<file path="config.mk">
export PLATFORM = sky130hd
export DESIGN_NAME = wrap_chain_ctrl_flat
export DESIGN_NICKNAME = d
export VERILOG_FILES = /design/src/rtl/wrap_ctrl_pkg.sv /design/src/rtl/wrap_chain_ctrl_if.sv /design/src/rtl/wrap_shift_cnt.sv /design/src/rtl/wrap_chain_ctrl.sv /design/src/flat_wrapper.sv
export SDC_FILE = /design/constraint.sdc
export NUM_CORES = 1
export LEC_CHECK = 0
export CORE_UTILIZATION = 54
export CTS_CLUSTER_DIAMETER = 200
export CTS_CLUSTER_SIZE = 40
export DETAILED_ROUTE_END_ITERATION = 12
export GPL_TIMING_DRIVEN = 0
export PLACE_DENSITY = 0.83
export SETUP_SLACK_MARGIN = 0.4
export SKIP_CTS_REPAIR_TIMING = 1
export SYNTH_ARGS = -nofsm -noshare
export SYNTH_HDL_FRONTEND = slang
export SYNTH_SLANG_ARGS = --single-unit
</file>
<file path="constraint.sdc">
create_clock -name TDR_TCK -period 3.44 [get_ports TDR_TCK]
set_input_delay 0.516 -clock TDR_TCK [delete_from_list [all_inputs] [get_ports TDR_TCK]]
set_output_delay 0.516 -clock TDR_TCK [all_outputs]
set_load 0.01 [all_outputs]
</file>
<file path="src/rtl/wrap_ctrl_pkg.sv">
`default_nettype none
// ============================================================================
//  Module   : wrap_ctrl_pkg
//  Purpose  : Shared types and constants for the boundary wrapper chain
//             sequencer: FSM state encoding, mode encodings and the default
//             wrapper chain geometry.
//  Revision : 1.0  initial release
// ============================================================================
package wrap_ctrl_pkg;

    // Sequencer states; the encoding width is fixed so the state register
    // is exactly three flops.
    typedef enum logic [2:0] {
        IDLE    = 3'd0,
        CAPTURE = 3'd1,
        SHIFT   = 3'd2,
        UPDATE  = 3'd3,
        DONE    = 3'd4
    } state_t;

    // Mode encodings: bit0 operates the input cells, bit1 the output cells.
    localparam logic [1:0] MODE_ILLEGAL = 2'b00;
    localparam logic [1:0] MODE_IN      = 2'b01;
    localparam logic [1:0] MODE_OUT     = 2'b10;
    localparam logic [1:0] MODE_BOTH    = 2'b11;

    // Default chain geometry: input cells sit at the head of the chain.
    localparam int DEF_IN_LEN  = 3;
    localparam int DEF_OUT_LEN = 3;

endpackage : wrap_ctrl_pkg
`default_nettype wire

</file>
<file path="src/rtl/wrap_chain_ctrl_if.sv">
`default_nettype none
// ============================================================================
//  Module   : wrap_chain_ctrl_if
//  Purpose  : Bundles the request/response handshake, the serial scan path
//             and the wrapper control strobes between the test-control side
//             and the wrapper chain sequencer.
//  Modports : master - test-control logic and wrapper chain (drives start,
//                      mode, wdata, sel_release, scan_so)
//             slave  - wrap_chain_ctrl sequencer
//  Signals  : start, mode[1:0], wdata[CHAIN_LEN], sel_release (request side)
//             busy, done, err, rdata[CHAIN_LEN]              (response side)
//             scan_si, scan_so                                (serial path)
//             TDR_CAPTURE/SHIFT/UPDATE, *_TDR_EN, *_sel       (wrapper ctrl)
//  Revision : 1.0  initial release
// ============================================================================
interface wrap_chain_ctrl_if #(
    parameter int IN_LEN  = wrap_ctrl_pkg::DEF_IN_LEN,
    parameter int OUT_LEN = wrap_ctrl_pkg::DEF_OUT_LEN
);
    localparam int CHAIN_LEN = IN_LEN + OUT_LEN;

    // Request side
    logic                 start;
    logic [1:0]           mode;
    logic [CHAIN_LEN-1:0] wdata;
    logic                 sel_release;   // drops both selects back to functional

    // Response side
    logic                 busy;
    logic                 done;
    logic                 err;
    logic [CHAIN_LEN-1:0] rdata;

    // Serial path: scan_si feeds CTII, scan_so comes back from CTOO
    logic                 scan_si;
    logic                 scan_so;

    // Wrapper control
    logic                 TDR_CAPTURE;
    logic                 TDR_SHIFT;
    logic                 TDR_UPDATE;
    logic                 INSCANWRAP_TDR_EN;
    logic                 OUTSCANWRAP_TDR_EN;
    logic                 inscanwrap_sel;
    logic                 outscanwrap_sel;

    modport master (
        output start, mode, wdata, sel_release, scan_so,
        input  busy, done, err, rdata, scan_si,
        input  TDR_CAPTURE, TDR_SHIFT, TDR_UPDATE,
        input  INSCANWRAP_TDR_EN, OUTSCANWRAP_TDR_EN,
        input  inscanwrap_sel, outscanwrap_sel
    );

    modport slave (
        input  start, mode, wdata, sel_release, scan_so,
        output busy, done, err, rdata, scan_si,
        output TDR_CAPTURE, TDR_SHIFT, TDR_UPDATE,
        output INSCANWRAP_TDR_EN, OUTSCANWRAP_TDR_EN,
        output inscanwrap_sel, outscanwrap_sel
    );

endinterface : wrap_chain_ctrl_if
`default_nettype wire

</file>
<file path="src/rtl/wrap_shift_cnt.sv">
`default_nettype none
// ============================================================================
//  Module   : wrap_shift_cnt
//  Purpose  : Loadable down-counter that times the shift phase. load_i
//             presets it to CHAIN_LEN-1; each enabled cycle counts down by
//             one; last_o flags the final shift cycle (count == 0).
//  Ports    : clk      in   clock, rising edge
//             rst_n    in   asynchronous active-low reset
//             load_i   in   preset to CHAIN_LEN-1
//             en_i     in   count down (one real shift happened)
//             last_o   out  current cycle is the last shift
//  Revision : 1.0  initial release
// ============================================================================
module wrap_shift_cnt #(
    parameter  int CHAIN_LEN = 6,
    localparam int W         = (CHAIN_LEN > 1) ? $clog2(CHAIN_LEN) : 1
) (
    input  logic clk,
    input  logic rst_n,
    input  logic load_i,
    input  logic en_i,
    output logic last_o
);

    logic [W-1:0] cnt_q;
    logic [W-1:0] cnt_d;

    always_comb begin
        cnt_d = cnt_q;
        if (load_i) begin
            cnt_d = W'(CHAIN_LEN - 1);
        end else if (en_i && (cnt_q != '0)) begin
            cnt_d = cnt_q - W'(1);
        end
    end

    always_ff @(posedge clk or negedge rst_n) begin
        if (!rst_n) begin
            cnt_q <= '0;
        end else begin
            cnt_q <= cnt_d;
        end
    end

    assign last_o = (cnt_q == '0);

endmodule : wrap_shift_cnt
`default_nettype wire

</file>
<file path="src/rtl/wrap_chain_ctrl.sv">
`default_nettype none
// ============================================================================
//  Module   : wrap_chain_ctrl
//  Purpose  : Sequencer for the boundary wrapper chain (IN_LEN input cells
//             followed by OUT_LEN output cells). On a legal start it runs
//             CAPTURE -> SHIFT (CHAIN_LEN cycles) -> UPDATE -> DONE, shifting
//             wdata in LSB first while collecting the captured chain contents,
//             then sets the wrapper test-data selects for the operated cells.
//  Ports    : TDR_TCK      in   clock, all state on rising edge
//             TDR_TRESETN  in   asynchronous active-low reset
//             pause_i      in   freeze shifting (only with the macro below)
//             bus          slave modport of wrap_chain_ctrl_if
//  Options  : WRAP_CHAIN_CTRL_PAUSE_EN adds pause_i; pause during SHIFT
//             holds the shift (TDR_SHIFT low, counter frozen, no sampling).
//  Revision : 1.0  initial release
// ============================================================================
module wrap_chain_ctrl
    import wrap_ctrl_pkg::*;
#(
    parameter int IN_LEN  = DEF_IN_LEN,
    parameter int OUT_LEN = DEF_OUT_LEN
) (
    input  logic              TDR_TCK,
    input  logic              TDR_TRESETN,
`ifdef WRAP_CHAIN_CTRL_PAUSE_EN
    input  logic              pause_i,
`endif
    wrap_chain_ctrl_if.slave  bus
);

    localparam int CHAIN_LEN = IN_LEN + OUT_LEN;

    // ------------------------------------------------------------------
    // State and datapath registers
    // ------------------------------------------------------------------
    state_t               state_q,   state_d;
    logic [1:0]           mode_q,    mode_d;
    logic [CHAIN_LEN-1:0] wsr_q,     wsr_d;     // remaining bits to send, LSB next
    logic [CHAIN_LEN-1:0] rsr_q,     rsr_d;     // sampled scan_so, fills from MSB
    logic [CHAIN_LEN-1:0] rdata_q,   rdata_d;
    logic                 scan_si_q, scan_si_d;

    // Registered output strobes
    logic cap_q,    cap_d;
    logic shift_q,  shift_d;
    logic upd_q,    upd_d;
    logic busy_q,   busy_d;
    logic done_q,   done_d;
    logic err_q,    err_d;
    logic en_in_q,  en_in_d;
    logic en_out_q, en_out_d;
    logic sel_in_q, sel_in_d;
    logic sel_out_q, sel_out_d;

    logic cnt_load;
    logic cnt_last;
    logic pause_act;
    logic en_window;

`ifdef WRAP_CHAIN_CTRL_PAUSE_EN
    // Only honoured once already shifting; a pause seen while entering
    // SHIFT from CAPTURE is ignored.
    assign pause_act = pause_i && (state_q == SHIFT);
`else
    assign pause_act = 1'b0;
`endif

    // Counter advances only on edges that close a real shift cycle, so a
    // paused cycle never consumes a count.
    wrap_shift_cnt #(
        .CHAIN_LEN (CHAIN_LEN)
    ) u_shift_cnt (
        .clk    (TDR_TCK),
        .rst_n  (TDR_TRESETN),
        .load_i (cnt_load),
        .en_i   (shift_q),
        .last_o (cnt_last)
    );

    // ------------------------------------------------------------------
    // Next-state and next-output logic
    // ------------------------------------------------------------------
    always_comb begin
        state_d   = state_q;
        mode_d    = mode_q;
        wsr_d     = wsr_q;
        rsr_d     = rsr_q;
        rdata_d   = rdata_q;
        scan_si_d = scan_si_q;
        sel_in_d  = sel_in_q;
        sel_out_d = sel_out_q;
        err_d     = 1'b0;
        cnt_load  = 1'b0;

        case (state_q)
            IDLE: begin
                if (bus.sel_release) begin
                    sel_in_d  = 1'b0;
                    sel_out_d = 1'b0;
                end
                if (bus.start) begin
                    if (bus.mode == MODE_ILLEGAL) begin
                        err_d = 1'b1;
                    end else begin
                        state_d = CAPTURE;
                        mode_d  = bus.mode;
                        wsr_d   = bus.wdata;
                    end
                end
            end

            CAPTURE: begin
                // Present the first data bit for the first shift cycle.
                state_d   = SHIFT;
                cnt_load  = 1'b1;
                scan_si_d = wsr_q[0];
                wsr_d     = wsr_q >> 1;
            end

            SHIFT: begin
                // shift_q marks a real shift cycle: the cells move on this
                // edge, so scan_so is sampled here as well.
                if (shift_q) begin
                    rsr_d = {bus.scan_so, rsr_q[CHAIN_LEN-1:1]};
                    if (cnt_last) begin
                        state_d   = UPDATE;
                        scan_si_d = 1'b0;
                    end else begin
                        scan_si_d = wsr_q[0];
                        wsr_d     = wsr_q >> 1;
                    end
                end
            end

            UPDATE: begin
                // Sampled data is complete; present it together with done.
                state_d = DONE;
                rdata_d = rsr_q;
                if ((mode_q & MODE_IN) != 2'b00) begin
                    sel_in_d = 1'b1;
                end
                if ((mode_q & MODE_OUT) != 2'b00) begin
                    sel_out_d = 1'b1;
                end
            end

            DONE: begin
                state_d = IDLE;
            end

            default: begin
                state_d = IDLE;
            end
        endcase

        // Strobes are decoded from the next state so they come straight
        // out of flops and stay mutually exclusive.
        cap_d     = (state_d == CAPTURE);
        shift_d   = (state_d == SHIFT) && !pause_act;
        upd_d     = (state_d == UPDATE);
        busy_d    = (state_d != IDLE);
        done_d    = (state_d == DONE);
        en_window = (state_d == CAPTURE) || (state_d == SHIFT) || (state_d == UPDATE);
        en_in_d   = en_window && ((mode_d & MODE_IN)  != 2'b00);
        en_out_d  = en_window && ((mode_d & MODE_OUT) != 2'b00);
    end

    // ------------------------------------------------------------------
    // State register
    // ------------------------------------------------------------------
    always_ff @(posedge TDR_TCK or negedge TDR_TRESETN) begin
        if (!TDR_TRESETN) begin
            state_q   <= IDLE;
            mode_q    <= 2'b00;
            wsr_q     <= '0;
            rsr_q     <= '0;
            rdata_q   <= '0;
            scan_si_q <= 1'b0;
            cap_q     <= 1'b0;
            shift_q   <= 1'b0;
            upd_q     <= 1'b0;
            busy_q    <= 1'b0;
            done_q    <= 1'b0;
            err_q     <= 1'b0;
            en_in_q   <= 1'b0;
            en_out_q  <= 1'b0;
            sel_in_q  <= 1'b0;
            sel_out_q <= 1'b0;
        end else begin
            state_q   <= state_d;
            mode_q    <= mode_d;
            wsr_q     <= wsr_d;
            rsr_q     <= rsr_d;
            rdata_q   <= rdata_d;
            scan_si_q <= scan_si_d;
            cap_q     <= cap_d;
            shift_q   <= shift_d;
            upd_q     <= upd_d;
            busy_q    <= busy_d;
            done_q    <= done_d;
            err_q     <= err_d;
            en_in_q   <= en_in_d;
            en_out_q  <= en_out_d;
            sel_in_q  <= sel_in_d;
            sel_out_q <= sel_out_d;
        end
    end

    // ------------------------------------------------------------------
    // Outputs
    // ------------------------------------------------------------------
    assign bus.busy               = busy_q;
    assign bus.done               = done_q;
    assign bus.err                = err_q;
    assign bus.rdata              = rdata_q;
    assign bus.scan_si            = scan_si_q;
    assign bus.TDR_CAPTURE        = cap_q;
    assign bus.TDR_SHIFT          = shift_q;
    assign bus.TDR_UPDATE         = upd_q;
    assign bus.INSCANWRAP_TDR_EN  = en_in_q;
    assign bus.OUTSCANWRAP_TDR_EN = en_out_q;
    assign bus.inscanwrap_sel     = sel_in_q;
    assign bus.outscanwrap_sel    = sel_out_q;

endmodule : wrap_chain_ctrl
`default_nettype wire
</file>
<file path="src/flat_wrapper.sv">
// flat-port wrapper written by rule: the top's interface ports become plain ports
module wrap_chain_ctrl_flat import wrap_ctrl_pkg::*;
#(
    parameter int IN_LEN  = DEF_IN_LEN,
    parameter int OUT_LEN = DEF_OUT_LEN
)
  (TDR_TCK, TDR_TRESETN, bus_start, bus_mode, bus_wdata, bus_sel_release, bus_scan_so, bus_busy, bus_done, bus_err, bus_rdata, bus_scan_si, bus_TDR_CAPTURE, bus_TDR_SHIFT, bus_TDR_UPDATE, bus_INSCANWRAP_TDR_EN, bus_OUTSCANWRAP_TDR_EN, bus_inscanwrap_sel, bus_outscanwrap_sel);
  wrap_chain_ctrl_if #(.IN_LEN(IN_LEN), .OUT_LEN(OUT_LEN)) bus_i ();
  input  logic TDR_TCK;
  input  logic TDR_TRESETN;
  input wire logic [$bits(bus_i.start)-1:0] bus_start;
  input wire logic [$bits(bus_i.mode)-1:0] bus_mode;
  input wire logic [$bits(bus_i.wdata)-1:0] bus_wdata;
  input wire logic [$bits(bus_i.sel_release)-1:0] bus_sel_release;
  input wire logic [$bits(bus_i.scan_so)-1:0] bus_scan_so;
  output wire logic [$bits(bus_i.busy)-1:0] bus_busy;
  output wire logic [$bits(bus_i.done)-1:0] bus_done;
  output wire logic [$bits(bus_i.err)-1:0] bus_err;
  output wire logic [$bits(bus_i.rdata)-1:0] bus_rdata;
  output wire logic [$bits(bus_i.scan_si)-1:0] bus_scan_si;
  output wire logic [$bits(bus_i.TDR_CAPTURE)-1:0] bus_TDR_CAPTURE;
  output wire logic [$bits(bus_i.TDR_SHIFT)-1:0] bus_TDR_SHIFT;
  output wire logic [$bits(bus_i.TDR_UPDATE)-1:0] bus_TDR_UPDATE;
  output wire logic [$bits(bus_i.INSCANWRAP_TDR_EN)-1:0] bus_INSCANWRAP_TDR_EN;
  output wire logic [$bits(bus_i.OUTSCANWRAP_TDR_EN)-1:0] bus_OUTSCANWRAP_TDR_EN;
  output wire logic [$bits(bus_i.inscanwrap_sel)-1:0] bus_inscanwrap_sel;
  output wire logic [$bits(bus_i.outscanwrap_sel)-1:0] bus_outscanwrap_sel;
  assign bus_i.start = bus_start;
  assign bus_i.mode = bus_mode;
  assign bus_i.wdata = bus_wdata;
  assign bus_i.sel_release = bus_sel_release;
  assign bus_i.scan_so = bus_scan_so;
  assign bus_busy = bus_i.busy;
  assign bus_done = bus_i.done;
  assign bus_err = bus_i.err;
  assign bus_rdata = bus_i.rdata;
  assign bus_scan_si = bus_i.scan_si;
  assign bus_TDR_CAPTURE = bus_i.TDR_CAPTURE;
  assign bus_TDR_SHIFT = bus_i.TDR_SHIFT;
  assign bus_TDR_UPDATE = bus_i.TDR_UPDATE;
  assign bus_INSCANWRAP_TDR_EN = bus_i.INSCANWRAP_TDR_EN;
  assign bus_OUTSCANWRAP_TDR_EN = bus_i.OUTSCANWRAP_TDR_EN;
  assign bus_inscanwrap_sel = bus_i.inscanwrap_sel;
  assign bus_outscanwrap_sel = bus_i.outscanwrap_sel;
  wrap_chain_ctrl #(.IN_LEN(IN_LEN), .OUT_LEN(OUT_LEN)) u_core (.TDR_TCK(TDR_TCK), .TDR_TRESETN(TDR_TRESETN), .bus(bus_i));
endmodule
</file>
==> impl_metrics.tcl <==
set metrics [dict create \
    synthArstFlopShare_pct 100 \
    synthesis.nets 145 \
    grt_max_degree 38 \
    route.detailed.drc 0 \
    avgSynthCellArea_um2 12.1 \
    final_hold_viol_count 0 \
    clk_latency_ns 0.34 \
    synth_top_area_share_pct 58.9 \
    max-slew-margin-rel_pct 48.5 \
    grt_overflow 0 \
    critPathLaunchType "flop" \
    vias 1054 \
    initial_utilization_pct 57.0 \
    die_area_um2 3130 \
    grt_pass1_vias 1052 \
    path_clk_slew_ns 0.11 \
    ir_drop_mv 0.625 \
    cts_inserted_buffers 5 \
    ctsRootBufferMaster "clkbuf_4" \
    max_freq_mhz 494 \
    cts_tree "done" \
    stdcell_area_um2 1960 \
    grt_usage_pct 19.9 \
    synth_ff_type "dfrtp_1" \
    gp_routability_congestion 0.798 \
    wirelength_mm 2.78 \
    antenna_found_initial 0 \
    synthTopCellsByArea "dfrtp_1, mux2_2, mux2i_1" \
    period_share_pct 58.8 \
    ant_nets 0 \
    placed_area_um2 1900 \
    endpoint_kind "flop" \
    yosys.cell_types.count 33 \
    synth_commonest_cells "dfrtp_1, nand2_1, mux2_2, a21oi_1, nor2_1" \
    die_y_um 56.0 \
    tightest_slew_ns 0.773 \
    core_area_um2 2760 \
    wl_per_cell_um 14.1 \
    ios 30 \
    skew_ns 0.0153 \
    outcome "completed" \
    drv_slew 0 \
    nets 181 \
    placed_cells 190 \
    drt_pass1_iterations 4 \
    drt_iter0_markers 30 \
    netlist_area_um2 1570 \
    synth_edf_count 0 \
    synth_top_area_cell "dfrtp_1" \
    grt_pass1_wl_mm 4.71 \
    setup_viol 0 \
    dp_hpwl_mm 2.14 \
    portBuffers 29 \
    cts_buffer_depth 2 \
    synth-seq-cells 37 \
    yosysWarnings 0 \
    diodes 0 \
    vias_per_cell 5.35 \
    clock_sinks 37 \
    reg2reg_from "u_core.state_q[2]" \
    startpoint "u_core.state_q[2]" \
    drv_cap 0 \
    power_density_nw_per_um2 952 \
    drive_above_1_share_pct 15.7 \
    yosysSeqAreaShare_pct 58.9 \
    yosys.cell_count.top_type "dfrtp_1" \
    worstHoldPathType "input port to async pin" \
    rsz0062_at_grt "false" \
    endpoint "u_core.wsr_q[0]" \
    cts_max_level 2 \
    crit_required_ns 3.67 \
    crit_path_max_fanout 10 \
    r2r_slack_ns 1.42 \
    r2r.worst_path.cells 5 \
    die_x_um 56.0 \
    setup_tns_ns 0 \
    instances_no_fill 197 \
    area_delta_synth_final_pct 24.3 \
    crit_arrival_ns 2.25 \
    layout_min_cycle_time_ns 2.02 \
    critical_path_class "flop to flop" \
    p_leak_nw 0.883 \
    finalPower_mw 1.86 \
    fp-row-count 19 \
    synthCells 130 \
    reg2reg_to "u_core.wsr_q[0]" \
]
==> metrics by stage <==
| stage | utilization (%) | worst slack [ns] | hold slack (ns) |
|---|---|---|---|
| 6_report | 70.9 | 1.42 | 0.245 |
| 5_1_grt | 70.9 | 1.29 | 0.294 |
| 4_1_cts | 70.9 | 1.43 | 0.257 |
| 3_5_place_dp | 68.8 | 1.09 | 0.474 |
| 3_3_place_gp | 69.0 | 1.09 | 0.470 |
| 2_1_floorplan | - | 1.58 | 0.220 |
==> layout by cell type (no fill, tap or decap) <==
master | netlist | final
dfrtp_1 | 37 | 37
clkdlybuf4s50_1 | 0 | 28
nand2_1 | 13 | 13
mux2_2 | 10 | 10
nor2_1 | 9 | 9
a21oi_1 | 9 | 9
inv_1 | 8 | 8
mux2i_1 | 5 | 5
clkbuf_4 | 0 | 5
a31oi_1 | 4 | 4
clkbuf_1 | 3 | 3
nand2b_1 | 3 | 3
o21ai_0 | 3 | 3
mux2_1 | 3 | 3
buf_2 | 1 | 2
nor3_1 | 2 | 2
ha_1 | 2 | 2
buf_6 | 1 | 1
xor2_1 | 1 | 1
nand4bb_1 | 1 | 1
or4b_4 | 1 | 1
o22ai_1 | 1 | 1
nor4b_1 | 1 | 1
o21bai_1 | 1 | 1
o221ai_4 | 1 | 1
nor4bb_1 | 1 | 1
a31o_2 | 1 | 1
buf_1 | 1 | 1
nand2_4 | 1 | 1
mux2_4 | 1 | 1
nor3b_1 | 1 | 1
o41ai_1 | 1 | 1
or2_2 | 1 | 1
xnor2_1 | 1 | 1
a211o_1 | 1 | 1
clkbuf_8 | 0 | 1
clkinvlp_4 | 0 | 1
==> logic make-up after synthesis <==
group | share of synthesized area, %
compound gates | 9.63
xor+xnor | 1.11
fa+ha+maj | 1.59
buf+inv | 3.90
flops | 58.9
mux | 13.4
simple gates | 11.5
==> sequential cells by signal, summed over array words and instances (netlist names), 2 cells and up <==
name / count
u_core.bus.rdata: 6
u_core.wsr_q: 6
u_core.mode_q: 2
u_core.state_q: 3
u_core.u_shift_cnt.cnt_q: 3
u_core.rsr_q: 6
==> per-layer routing <==
layer / global-route usage, % / vias up / part of all wire (%)
met5: 0 / - / 0
met2: 34.0 / 17 / 53
met1: 24.2 / 516 / 42
met4: 8.36 / 0 / 1.3
met3: 4.88 / 4 / 3.1
li1: - / 517 / -
==> report_power, final <==
group | internal, mW | total, mW | switching, mW
logic | 0.456 | 0.892 | 0.436
clock network | 0.0957 | 0.231 | 0.135
registers | 0.634 | 0.739 | 0.106
==> critical path: stages (launching register included) <==
cell and delay, ns:
dfrtp_1 0.37, clkbuf_1 0.20, or4b_4 0.57, o221ai_4 0.37, nand2_4 0.09, mux2_4 0.31
==> cell type report <==
type / instances / area (µm²)
plain buffers: 6 / 31.3
clock buffers: 6 / 51.3
clock inverters: 1 / 7.51
fillers: 207 / 802
inverters: 8 / 30.0
multi-input cells: 79 / 586
flip-flops and latches: 37 / 926
well taps: 31 / 38.8
repair buffers: 29 / 285
==> how the worst min path moves through the flow <==
| stage | start | endpoint | slack, ns | cells past startpoint |
|---|---|---|---|---|
| after detailed placement | u_core.bus.scan_si | u_core.bus.scan_si | 0.47 | 2 |
| final | TDR_TRESETN | u_core.wsr_q[4] | 0.24 | 1 |
| after global placement | u_core.rsr_q[0] | u_core.rsr_q[0] | 0.47 | 1 |
| after global routing | TDR_TRESETN | u_core.wsr_q[2] | 0.29 | 1 |
| after CTS | TDR_TRESETN | u_core.wsr_q[4] | 0.26 | 1 |
| after floorplan | TDR_TRESETN | u_core.bus.INSCANWRAP_TDR_EN | 0.22 | 0 |
(Power assumes the default switching activity.)
